==> config.mk <==
export PLATFORM = sky130hd
export DESIGN_NAME = vfu_result_wbuffer
export DESIGN_NICKNAME = d
export VERILOG_FILES = /design/src/rtl/vfu_result_wbuffer.sv
export SDC_FILE = /design/constraint.sdc
export NUM_CORES = 1
export LEC_CHECK = 0
export CORE_ASPECT_RATIO = 0.7
export CORE_MARGIN = 3
export CORE_UTILIZATION = 58
export CTS_BUF_LIST = sky130_fd_sc_hd__clkbuf_8 sky130_fd_sc_hd__clkbuf_16
export CTS_CLUSTER_SIZE = 20
export DETAILED_ROUTE_END_ITERATION = 7
export PLACE_DENSITY = 0.85
export SYNTH_ARGS = -nofsm -noshare
export SYNTH_HDL_FRONTEND = slang
export SYNTH_SLANG_ARGS = --single-unit
==> constraint.sdc <==
create_clock -name clk_i -period 7.74 [get_ports clk_i]
set_input_delay 0.774 -clock clk_i [delete_from_list [all_inputs] [get_ports clk_i]]
set_output_delay 0.774 -clock clk_i [all_outputs]
set_load 0.05 [all_outputs]
==> src/rtl/vfu_result_wbuffer.sv <==
// Lane write-back buffer: two FU result FIFOs merged round-robin onto one VRF write port,
// with per-instruction pending flags for the sequencer.
module vfu_result_wbuffer #(
  parameter int unsigned Depth     = 2,
  parameter int unsigned AddrWidth = 16,
  parameter int unsigned DataWidth = 64,
  parameter int unsigned NrVInsn   = 8,
  parameter int unsigned IdWidth   = $clog2(NrVInsn)
) (
  input  logic                   clk_i,
  input  logic                   rst_i,
  input  logic                   alu_req_i,
  input  logic [IdWidth-1:0]     alu_id_i,
  input  logic [AddrWidth-1:0]   alu_addr_i,
  input  logic [DataWidth-1:0]   alu_wdata_i,
  input  logic [DataWidth/8-1:0] alu_be_i,
  output logic                   alu_gnt_o,
  input  logic                   mfpu_req_i,
  input  logic [IdWidth-1:0]     mfpu_id_i,
  input  logic [AddrWidth-1:0]   mfpu_addr_i,
  input  logic [DataWidth-1:0]   mfpu_wdata_i,
  input  logic [DataWidth/8-1:0] mfpu_be_i,
  output logic                   mfpu_gnt_o,
  output logic                   vrf_req_o,
  output logic [IdWidth-1:0]     vrf_id_o,
  output logic [AddrWidth-1:0]   vrf_addr_o,
  output logic [DataWidth-1:0]   vrf_wdata_o,
  output logic [DataWidth/8-1:0] vrf_be_o,
  output logic                   vrf_src_o,
  input  logic                   vrf_gnt_i,
  output logic [NrVInsn-1:0]     pending_o
);

  localparam int unsigned BeWidth  = DataWidth / 8;
  localparam int unsigned EntWidth = IdWidth + AddrWidth + DataWidth + BeWidth;
  localparam int unsigned PtrWidth = (Depth > 1) ? $clog2(Depth) : 1;
  localparam int unsigned CntWidth = $clog2(Depth + 1);
  localparam int unsigned PndWidth = $clog2(2 * Depth + 1);

  // Index 0 is the ALU channel, index 1 the MFPU channel.
  logic [EntWidth-1:0] r_mem  [2][Depth];
  logic [PtrWidth-1:0] r_wptr [2];
  logic [PtrWidth-1:0] r_rptr [2];
  logic [CntWidth-1:0] r_cnt  [2];
  logic                r_rr;
  logic                r_hold;
  logic                r_hold_sel;
  logic [PndWidth-1:0] r_pnd  [NrVInsn];
  logic [NrVInsn-1:0]  r_pending;

  logic [EntWidth-1:0] w_in   [2];
  logic [1:0]          w_ne;
  logic [1:0]          w_full;
  logic [1:0]          w_push;
  logic [1:0]          w_pop;
  logic                w_sel;
  logic                w_fire;
  logic [EntWidth-1:0] w_head;
  logic [PndWidth-1:0] w_pnd_d [NrVInsn];

  function automatic logic [PtrWidth-1:0] ptr_inc(input logic [PtrWidth-1:0] p);
    return (p == PtrWidth'(Depth - 1)) ? '0 : p + 1'b1;
  endfunction

  always_comb begin
    w_in[0] = {alu_id_i, alu_addr_i, alu_wdata_i, alu_be_i};
    w_in[1] = {mfpu_id_i, mfpu_addr_i, mfpu_wdata_i, mfpu_be_i};
    for (int c = 0; c < 2; c++) begin
      w_ne[c]   = (r_cnt[c] != '0);
      w_full[c] = (r_cnt[c] == CntWidth'(Depth));
    end
    alu_gnt_o  = alu_req_i & ~w_full[0] & ~rst_i;
    mfpu_gnt_o = mfpu_req_i & ~w_full[1] & ~rst_i;
    w_push     = {mfpu_gnt_o, alu_gnt_o};
    vrf_req_o  = |w_ne;
    // A stalled request keeps its source even if the other FIFO fills meanwhile.
    if (r_hold)       w_sel = r_hold_sel;
    else if (&w_ne)   w_sel = r_rr;
    else              w_sel = w_ne[1];
    w_fire = vrf_req_o & vrf_gnt_i;
    w_pop  = w_fire ? (w_sel ? 2'b10 : 2'b01) : 2'b00;
    w_head = vrf_req_o ? r_mem[w_sel][r_rptr[w_sel]] : '0;
    {vrf_id_o, vrf_addr_o, vrf_wdata_o, vrf_be_o} = w_head;
    vrf_src_o = vrf_req_o & w_sel;
  end

  always_comb begin
    for (int i = 0; i < NrVInsn; i++) begin
      w_pnd_d[i] = r_pnd[i]
                 + PndWidth'(w_push[0] && (alu_id_i == IdWidth'(i)))
                 + PndWidth'(w_push[1] && (mfpu_id_i == IdWidth'(i)))
                 - PndWidth'(w_fire && (vrf_id_o == IdWidth'(i)));
    end
  end

  always_ff @(posedge clk_i) begin
    if (rst_i) begin
      for (int c = 0; c < 2; c++) begin
        for (int d = 0; d < Depth; d++) r_mem[c][d] <= '0;
        r_wptr[c] <= '0;
        r_rptr[c] <= '0;
        r_cnt[c]  <= '0;
      end
      r_rr       <= 1'b0;
      r_hold     <= 1'b0;
      r_hold_sel <= 1'b0;
      for (int i = 0; i < NrVInsn; i++) r_pnd[i] <= '0;
      r_pending  <= '0;
    end else begin
      for (int c = 0; c < 2; c++) begin
        if (w_push[c]) begin
          r_mem[c][r_wptr[c]] <= w_in[c];
          r_wptr[c]           <= ptr_inc(r_wptr[c]);
        end
        if (w_pop[c]) r_rptr[c] <= ptr_inc(r_rptr[c]);
        r_cnt[c] <= r_cnt[c] + CntWidth'(w_push[c]) - CntWidth'(w_pop[c]);
      end
      if (w_fire) r_rr <= ~w_sel;
      r_hold     <= vrf_req_o & ~vrf_gnt_i;
      r_hold_sel <= w_sel;
      for (int i = 0; i < NrVInsn; i++) begin
        r_pnd[i]     <= w_pnd_d[i];
        r_pending[i] <= (w_pnd_d[i] != '0);
      end
    end
  end

  assign pending_o = r_pending;

endmodule

==> results.md, run 1 <==
- Drt drc: 0
- Routed WL: between 40000 and 50000 µm
- Number of cell rows: 53
- Post-synthesis async set-or-reset flop share: 0
- Util after Layout: 0.742
- Leakage power: 9.65 nW
- Final Hold Viols: 0
- GRT Total Usage: 0.272
- Synthesis Warnings: 0
- Final setup viols: 0
- Worst-Skew Late Latency: 530 ps
- Clock skew: 20.7 ps
- WHS: 517 ps
- Cells after Synth: 1355
- TritonCTS Sinks: between 400 and 500
- Top-level port count: 290
- Largest area contributor in the netlist: edfxtp_1
- GRT Residual Overflow: 0
- Met2 usage: 0.440
- Max Clk Rate: a little under 200 MHz
- Final min period: 5170 ps
- Die ar.: between 30000 and 40000 µm²
- Slew headroom: 0.286
- Final GP Congestion: 0.868
- Net Count, Synth: 1570
- CTS tree: yes
- First-pass GRT wire length: 70900 µm
- Die height: 155 µm
- Final HPWL DP: 28000 µm
- Busiest grt layer: met2
- Share of the clock period used by the worst path: 0.668
- Tightest Pin Transition: 1070 ps
- Post-synth top area share: 0.598
- Syn Area/Cell: 13.6 µm²
- Max Root-Sink Buffers: 3
- Ys flop type: edfxtp_1
- Avg WL per Cell: 23.0 µm
- Met1 GRT Util: 0.377
- CTS H-tree lvls: 2
- Via Count: roughly 12000
- Startpoint Class: register
- Final Max Tran Viols: 0
- FF+latch count, synth: 407
- Nets: 1813
- Register area share after synthesis: 0.641
- Cell Area, Synth: 18500 µm²
- Max-Cap Viols: 0
- Drt first pass iters: 5
- Top cells by area, synth: edfxtp_1, mux2i_1, and2_1
- Vias per cell: 5.93
- Crit. End Element: output port
- CTS buffer count: 41
- Status: complete, no violations
- Most frequent cells in the layout: edfxtp_1, clkdlybuf4s50_1, and2_1, mux2i_1, and3_1
- P&R area growth vs syn: 23.3%
- Vias in the first global route: 12400
- Port bufs: 289
- Die W: 219 µm
- # hold bufs at CTS: 0
- DRT iter0 DRCs: approximately 1100
- PD cells: 409 nW/µm²
- Clock tree root buffer cell: clkbuf_16
- Worst Path Required: roughly 7000 ps
- Power, Total: 9.31 mW
- Netlist cell types: 36
- Post-CTS setup buffers: 0
- CP Data Arrival Time: 4390 ps
- Max VDD drop: around 0.36 mV
- Post-CTS sizing: 0
- Antenna Nets Post-Route: 0
- Layout cells sized above 1: 0.0529
- Core area: 30700 µm²
- M3 GR Usage: 0.0588
- TNS Setup: 0 ps
- Max Fanout on Critical Path: 39
- RSZ-0062 raised after global routing: no
- Initial Util: 0.602
- Antenna violations before repair: 5
- Hold WC Path Type: reg -> reg
- Clock transition at path regs: 60 ps
- Post-synth EDFFs: 368
- Critical setup path kind: reg -> out
- Most common cell after layout, fill and taps aside: edfxtp_1
- Placed cell area: 21500 µm²
- Largest net degree at the start of global routing: 111
- Post-route cell area: around 23000 µm²
==> worst max-delay path, cell delays in order (launching register included) <==
cell and delay, ps:
dfxtp_1 410, o21ba_1 190, o31a_1 450, mux2i_4 350
buf_4 460, buf_4 630, mux2i_1 200, o22ai_1 240
clkdlybuf4s50_1 860
==> registers in the layout, summed over array words and instances, names as in the netlist <==
signal,cells
r_rptr,2
r_pnd,24
r_rr,1
r_hold_sel,1
r_mem,364
r_hold,1
pending_o,8
r_cnt,4
r_wptr,2
==> final timing paths <==
check                           cells after the start  slack (ps)                          to                    from
worst min register to register                      2         520           r_rr$_SDFFE_PP0P_       r_rr$_SDFFE_PP0P_
worst min-delay path                                2         520           r_rr$_SDFFE_PP0P_       r_rr$_SDFFE_PP0P_
worst max-delay path                                8        2570               vrf_addr_o[1]  r_cnt[0][0]$_SDFF_PP0_
worst max register to register                      6        3760  r_mem[0][81]$_SDFFCE_PN0P_  r_cnt[0][0]$_SDFF_PP0_
==> per-layer routing <==
metal  vias to the layer above  wire length, µm
met2                       565            22700
met3                        67             4110
met4                         8              875
met1                      6020            19100
li1                       5446                -
met5                         -               58
==> cell families after synthesis <==
kind of cell             after synthesis  share of synthesized area
AND/OR/NAND/NOR                      470                      0.151
adder cells (fa/ha/maj)               28                     0.0255
XOR/XNOR                              20                    0.00948
flip-flops                           407                      0.641
multiplexers                         186                      0.102
AO/OA/AOI/OAI                        104                     0.0352
buffers and inverters                140                     0.0366
==> synth_stat cells (3+ instances only) <==
master,number
edfxtp_1,368
and2_1,183
and3_1,182
mux2i_1,182
o22ai_1,88
clkbuf_1,80
nor2_1,45
dfxtp_1,39
inv_1,34
nor2b_1,21
xnor2_1,19
buf_6,16
fa_1,16
ha_1,12
nand2_1,12
a21oi_1,9
nor3_1,9
buf_2,6
nand2b_1,6
or2_2,4
clkbuf_4,3
mux2_2,3
nand3_1,3
==> power breakdown <==
part	total, mW	switching (mW)	internal (mW)
combinational	4.58	3.06	1.53
sequential	2.86	0.107	2.76
clock	1.86	0.800	1.06
==> cell type report <==
cell class              instances  area, µm²
well taps                     412        515
multi-input cells             808       6010
fillers                      1991       7940
clock inverters                26        170
flip-flops and latches        407      11800
diodes                          4       10.0
inverters                      34        128
clock buffers                  44       1070
repair buffers                306       3030
==> metrics by stage <==
step	setup WS [ps]	std cells
finish	2570	2041
floorplan	2950	1355
CTS	2550	2037
detailed placement	2770	1967
global route	2400	2038
global placement	2810	1967
Note: power is estimated with default switching activity, not from simulation.
==> inputs of run 2 (changes only) <==
--- a/config.mk
+++ b/config.mk
@@ -7,11 +7,11 @@
 export LEC_CHECK = 0
 export CORE_ASPECT_RATIO = 0.7
 export CORE_MARGIN = 3
-export CORE_UTILIZATION = 58
+export CORE_UTILIZATION = 49
 export CTS_BUF_LIST = sky130_fd_sc_hd__clkbuf_8 sky130_fd_sc_hd__clkbuf_16
 export CTS_CLUSTER_SIZE = 20
 export DETAILED_ROUTE_END_ITERATION = 7
-export PLACE_DENSITY = 0.85
+export PLACE_DENSITY = 0.77
 export SYNTH_ARGS = -nofsm -noshare
 export SYNTH_HDL_FRONTEND = slang
 export SYNTH_SLANG_ARGS = --single-unit
==> constraint.sdc (replaced) <==
create_clock -name clk_i -period 4.5 [get_ports clk_i]
set_input_delay 0.45 -clock clk_i [delete_from_list [all_inputs] [get_ports clk_i]]
set_output_delay 0.45 -clock clk_i [all_outputs]
set_load 0.05 [all_outputs]
==> run 2 against run 1 <==
Count of clock-buffer cells in the layout shrank 3; clock power grew 82%; global-route usage decreased by 3.4 points; register-to-register slack got worse by 2800 ps; first-iteration DRC count decreased by 5.0%; final cell count grew 3.8%; wire length increased by 1.9%; die area increased by 18%; setup slack worse by 2400 ps; critical endpoint is now vrf_wdata_o[62].
==> results.md, run 2 (synthesis gave the netlist of run 1 again) <==
- Status: complete, no violations (unchanged)
- Slew headroom: 0.231 (was 0.286)
- Cell chain of the critical path: o21ba_1 > o31a_1 > mux2i_4 > buf_12 > buf_12 > mux2i_1 > o22ai_1 > clkdlybuf4s50_1 (was o21ba_1 > o31a_1 > mux2i_4 > buf_4 > buf_4 > mux2i_1 > o22ai_1 > clkdlybuf4s50_1)
- Final GP Congestion: 0.813 (was 0.868)
- Final min period: 4320 ps
- Max Fanout on Critical Path: 54 (was 39)
- Clock tree root buffer cell: clkbuf_16 (unchanged)
- TritonCTS Sinks: 407 (unchanged)
- Fillers: 2725 (was 1991)
- GRT Total Usage: 0.237 (was 0.272)
- Largest Register: r_mem (unchanged)
- R2R depth: 12 (was 6)
- Initial Util: 0.506 (was 0.602)
- Vias in the first global route: 12700 (was 12400)
- PD cells: 705 nW/µm² (was 409 nW/µm²)
- R2R Path Start: r_cnt[0][2]$_SDFF_PP0_ (was r_cnt[0][0]$_SDFF_PP0_)
- Hold WC Path Type: reg -> reg (unchanged)
- Max Clk Rate: ~230 MHz
- Placed cell area: 21800 µm² (was 21500 µm²)
- GRT Residual Overflow: 0 (unchanged)
- Final Hold Viols: 0 (unchanged)
- CP max stage cell: clkdlybuf4s50_1 (unchanged)
- Worst Path Required: 4050 ps (was 6970 ps)
- Leakage power: 9.80 nW (was 9.65 nW)
- Crit path top cell by count: buf_12 (was buf_4)
- P&R area growth vs syn: 25.2% (was 23.3%)
- Die ar.: 40100 µm² (was 34100 µm²)
- Die height: 168 µm (was 155 µm)
- WHS: 514 ps (was 517 ps)
- Tightest Pin Transition: 1150 ps (was 1070 ps)
- Largest net degree at the start of global routing: 96 (was 111)
- RSZ-0062 raised after global routing: no (unchanged)
- Most frequent cells in the layout: edfxtp_1, clkdlybuf4s50_1, and2_1, mux2i_1, and3_1 (unchanged)
- Most common cell after layout, fill and taps aside: edfxtp_1 (unchanged)
- TNS Setup: 0 ps (unchanged)
- Port bufs: 289 (unchanged)
- Area of the multi-input gates: 6010 µm² (unchanged)
- Antenna violations before repair: 5 (unchanged)
- Drt drc: 0 (unchanged)
- Largest register FFs: 364 (unchanged)
- Via Count: 12000 (was 12100)
- Number of cell rows: 58 (was 53)
- Hold Crit Start: r_rr$_SDFFE_PP0P_ (unchanged)
- Clock skew: 9.21 ps (was 20.7 ps)
- Hold Crit Endpoint: r_rr$_SDFFE_PP0P_ (unchanged)
- Share of the clock period used by the worst path: 0.960
- Worst Hold Depth: 2 (unchanged)
- Reg area: 11800 µm² (unchanged)
- Vias per cell: 5.66 (was 5.93)
- Top-level port count: 290 (unchanged)
- Critical path's largest stage delay: 850 ps (was 860 ps)
- Max Root-Sink Buffers: 3 (unchanged)
- Crit. End Element: output port (unchanged)
- CTS buffer count: 40 (was 41)
- Clock transition at path regs: 60 ps (about the same)
- Max VDD drop: 0.516 mV (was 0.362 mV)
- Nets: 1820 (was 1813)
- Die W: 238 µm (was 219 µm)
- Critical setup path kind: reg -> out (unchanged)
- Routed WL: 47700 µm (was 46800 µm)
- Drt first pass iters: 5 (unchanged)
- Final HPWL DP: 27500 µm (was 28000 µm)
- Max-Cap Viols: 0 (unchanged)
- CTS H-tree lvls: 2 (unchanged)
- First-pass GRT wire length: 73300 µm (was 70900 µm)
- Final setup viols: 0 (unchanged)
- Antenna Nets Post-Route: 0 (unchanged)
- Worst R2R Setup Slack: 960 ps (was 3760 ps)
- R2R Path End: pending_o[3]$_SDFF_PP0_ (was r_mem[0][81]$_SDFFCE_PN0P_)
- Startpoint Class: register (unchanged)
- Worst-Skew Late Latency: 530 ps (about the same)
- Avg WL per Cell: 22.5 µm (was 23.0 µm)
- Core area: 36500 µm² (was 30700 µm²)
- Post-route cell area: 23100 µm² (was 22800 µm²)
- Final Max Tran Viols: 0 (unchanged)
- DRT iter0 DRCs: 1003 (was 1056)
- Post-CTS setup buffers: 0 (unchanged)
- CP Data Arrival Time: 3870 ps (was 4390 ps)
- Layout cells sized above 1: 0.0648 (was 0.0529)
- CTS tree: yes (unchanged)
==> run 2: final cells by class <==
cell class                      instances  area share
Antenna cell                            2    0.000216
Tap cell                              480      0.0260
Inverter                               34     0.00552
Clock buffer                           41      0.0444
Timing Repair Buffer                  314       0.140
Clock inverter                         33      0.0128
Multi-Input combinational cell        808       0.260
Sequential cell                       407       0.512
==> run 2: worst max path at each step <==
stage	end	startpoint	slack, ps	depth (start not counted)
2_1_floorplan	r_mem[0][0]$_SDFFCE_PN0P_	rst_i	30	7
3_3_place_gp	vrf_wdata_o[50]	r_cnt[0][0]$_SDFF_PP0_	830	8
3_5_place_dp	vrf_wdata_o[50]	r_cnt[0][1]$_SDFF_PP0_	710	8
4_1_cts	vrf_wdata_o[50]	r_cnt[0][1]$_SDFF_PP0_	130	8
5_1_grt	vrf_wdata_o[62]	r_cnt[0][1]$_SDFF_PP0_	30	8
6_report	vrf_wdata_o[62]	r_cnt[0][1]$_SDFF_PP0_	180	8
==> run 2: metrics by stage <==
| stage | std cells | util | setup slack, ps | total power, mW |
|---|---|---|---|---|
| finish | 2119 | 0.634 | 178 | 16.3 |
| global route | 2119 | 0.634 | 25.0 | 17.0 |
| detailed placement | 2043 | 0.597 | 712 | 13.0 |
| floorplan | 1355 | - | 34.2 | 10.5 |
| global placement | 2043 | 0.597 | 826 | 12.9 |
| CTS | 2117 | 0.633 | 127 | 16.4 |
==> run 2: where the power goes <==
part | internal, mW | total (mW) | switching, mW
logic | 2.72 | 8.02 | 5.30
registers | 4.74 | 4.92 | 0.178
clock network | 1.95 | 3.38 | 1.43
==> run 2: repair_timing <==
item                                    4_1_cts  5_1_grt
endpoints found under the setup margin        0        1
gates resized for setup                       0        1
hold buffers                                  0        0
hold endpoints to repair                      0        0
==> run 2: metal layers <==
metal | GRT usage | vias to the layer above | routed length, µm
met5 | 0 | - | 38
met4 | 0.0688 | 6 | 1110
met3 | 0.0427 | 81 | 3490
met2 | 0.399 | 494 | 23200
met1 | 0.319 | 5958 | 19900
li1 | - | 5460 | -
==> run 2: critical path, delay by kind of cell (launching register included) <==
family / cells / cell delay [ps]
AOI/OAI and AO/OA: 3 / 850
buffers and inverters: 3 / 1490
DFF: 1 / 410
muxes: 2 / 510
==> inputs of run 3 (changes only) <==
--- a/config.mk
+++ b/config.mk
@@ -7,11 +7,12 @@
 export LEC_CHECK = 0
 export CORE_ASPECT_RATIO = 0.7
 export CORE_MARGIN = 3
-export CORE_UTILIZATION = 49
+export CORE_UTILIZATION = 58
 export CTS_BUF_LIST = sky130_fd_sc_hd__clkbuf_8 sky130_fd_sc_hd__clkbuf_16
 export CTS_CLUSTER_SIZE = 20
 export DETAILED_ROUTE_END_ITERATION = 7
-export PLACE_DENSITY = 0.77
+export GPL_TIMING_DRIVEN = 0
+export PLACE_DENSITY = 0.85
 export SYNTH_ARGS = -nofsm -noshare
 export SYNTH_HDL_FRONTEND = slang
 export SYNTH_SLANG_ARGS = --single-unit
==> constraint.sdc (replaced) <==
create_clock -name clk_i -period 5.3 [get_ports clk_i]
set_input_delay 0.53 -clock clk_i [delete_from_list [all_inputs] [get_ports clk_i]]
set_output_delay 0.53 -clock clk_i [all_outputs]
set_load 0.05 [all_outputs]
==> run 3 against run 2 <==
Via count is 4.2% higher; critical path depth unchanged; critical endpoint is now alu_gnt_o; critical path type is now in -> out; largest cell class unchanged; setup slack better by 520 ps; worst hold slack lost 4.6 ps; final cell count grew 0.71%.
==> results.md, run 3 (synthesis gave the netlist of run 1 again) <==
- Post-CTS setup buffers: 0 (unchanged)
- Antenna violations before repair: 8 (was 5)
- CTS tree: yes (unchanged)
- Status: complete, no violations (unchanged)
- Clock tree root buffer cell: clkbuf_16 (unchanged)
- Worst Path Required: 4770 ps (was 4050 ps)
- TritonCTS Sinks: 407 (unchanged)
- DP Cell Count: 2060 (was 2043)
- Routed WL: 47900 µm (was 47700 µm)
- Clock skew: 12.0 ps (was 9.21 ps)
- Largest register FFs: 364 (unchanged)
- Final Max Tran Viols: 0 (unchanged)
- Max-Cap Viols: 0 (unchanged)
- Util after Layout: 0.757 (was 0.634)
- P&R area growth vs syn: 25.9% (was 25.2%)
- # hold bufs at CTS: 0 (unchanged)
- First-pass GRT wire length: 71600 µm (was 73300 µm)
- Port bufs: 288 (was 289)
- Vias in the first global route: 12500 (was 12700)
- CP Data Arrival Time: 4070 ps (was 3870 ps)
- Avg WL per Cell: 22.4 µm (was 22.5 µm)
- Critical setup path kind: in -> out (was reg -> out)
- Initial Util: 0.602 (was 0.506)
- TNS Setup: 0 ps (unchanged)
- Crit. End Element: output port (unchanged)
- Top-level port count: 290 (unchanged)
- PD cells: 597 nW/µm² (was 705 nW/µm²)
- Final setup margin: 695 ps (was 178 ps)
- Most common cell after layout, fill and taps aside: edfxtp_1 (unchanged)
- Largest net degree at the start of global routing: 67 (was 96)
- Leakage power: 9.84 nW (was 9.80 nW)
- DRT iter0 DRCs: 1187 (was 1003)
- Share of the clock period used by the worst path: 0.869
- RSZ-0062 raised after global routing: no (unchanged)
- Final min period: 4600 ps
- Largest Register: r_mem (unchanged)
- CTS buffer count: 40 (unchanged)
- Post-Layout Cell Count: 2134 (was 2119)
- Max Fanout on Critical Path: 11 (was 54)
- Slew headroom: 0.0763 (was 0.231)
- Max Root-Sink Buffers: 3 (unchanged)
- Hold WC Path Type: reg -> reg (unchanged)
- Die ar.: 34100 µm² (was 40100 µm²)
- Final HPWL DP: 33300 µm (was 27500 µm)
- Via Count: 12500 (was 12000)
- Number of cell rows: 53 (was 58)
- CTS H-tree lvls: 2 (unchanged)
- Die height: 155 µm (was 168 µm)
- GRT Residual Overflow: 0 (unchanged)
- Layout cells sized above 1: 0.0565 (was 0.0648)
- Post-CTS sizing: 0 (unchanged)
- Drt drc: 0 (unchanged)
- Drt first pass iters: 5 (unchanged)
- Die W: 219 µm (was 238 µm)
- Placed cell area: 22000 µm² (was 21800 µm²)
- Max Clk Rate: between 200 and 250 MHz
- Final Hold Viols: 0 (unchanged)
- Worst-Skew Late Latency: 530 ps (about the same)
- Max VDD drop: 0.535 mV (was 0.516 mV)
- Startpoint Class: input port (was register)
- Post-route cell area: 23200 µm² (was 23100 µm²)
- GRT Total Usage: 0.278 (was 0.237)
- Clock transition at path regs: 60 ps (about the same)
- Final GP Congestion: 0.930 (was 0.813)
- Vias per cell: 5.86 (was 5.66)
- Power, Total: 13.9 mW (was 16.3 mW)
- Core area: 30700 µm² (was 36500 µm²)
- Final setup viols: 0 (unchanged)
- Most frequent cells in the layout: edfxtp_1, clkdlybuf4s50_1, and2_1, mux2i_1, and3_1 (unchanged)
- WHS: 509 ps (was 514 ps)
- DP Worst Slack: 650 ps (was 712 ps)
- Nets: 1905 (was 1820)
- Tightest Pin Transition: 1380 ps (was 1150 ps)
- Antenna Nets Post-Route: 0 (unchanged)
==> run 3: report_power, final <==
group / total, mW / internal [mW] / switching [mW] / leakage [nW]
logic: 7.02 / 2.42 / 4.60 / 5.04
registers: 4.17 / 4.02 / 0.146 / 4.17
clock network: 2.69 / 1.53 / 1.16 / 0.629
==> run 3: worst max-delay path, stage by stage <==
cell and delay [ps]:
clkdlybuf4s50_1 490, o21ai_1 90, or2_2 280, clkbuf_1 170, inv_1 230, clkbuf_1 710
clkbuf_1 620, clkdlybuf4s50_1 940
==> run 3: per-layer routing <==
metal  vias to the layer above  track usage  routed length (µm)
met1                      6180        0.393               19200
li1                       5636            -                   -
met3                        77       0.0558                4680
met4                        10       0.0789                1170
met2                       596        0.443               22800
met5                         -            0                  65
==> run 3: path summary, 6_finish.rpt <==
path / slack [ps] / end / cells past startpoint / start
max: 700 / alu_gnt_o / 8 / alu_req_i
min: 510 / r_rr$_SDFFE_PP0P_ / 2 / r_rr$_SDFFE_PP0P_
max reg2reg: 1280 / pending_o[7]$_SDFF_PP0_ / 13 / r_cnt[0][3]$_SDFF_PP0_
min reg2reg: 510 / r_rr$_SDFFE_PP0P_ / 2 / r_rr$_SDFFE_PP0P_
==> run 3: layout make-up <==
| cell class | instances | area [µm²] |
|---|---|---|
| Sequential cell | 407 | 11800 |
| Fill cell | 1887 | 7460 |
| Multi-Input combinational cell | 808 | 5990 |
| Timing Repair Buffer | 293 | 3000 |
| Clock buffer | 43 | 1050 |
| Buffer | 106 | 548 |
| Tap cell | 412 | 515 |
| Clock inverter | 27 | 176 |
| Inverter | 34 | 128 |
| Antenna cell | 4 | 10.0 |
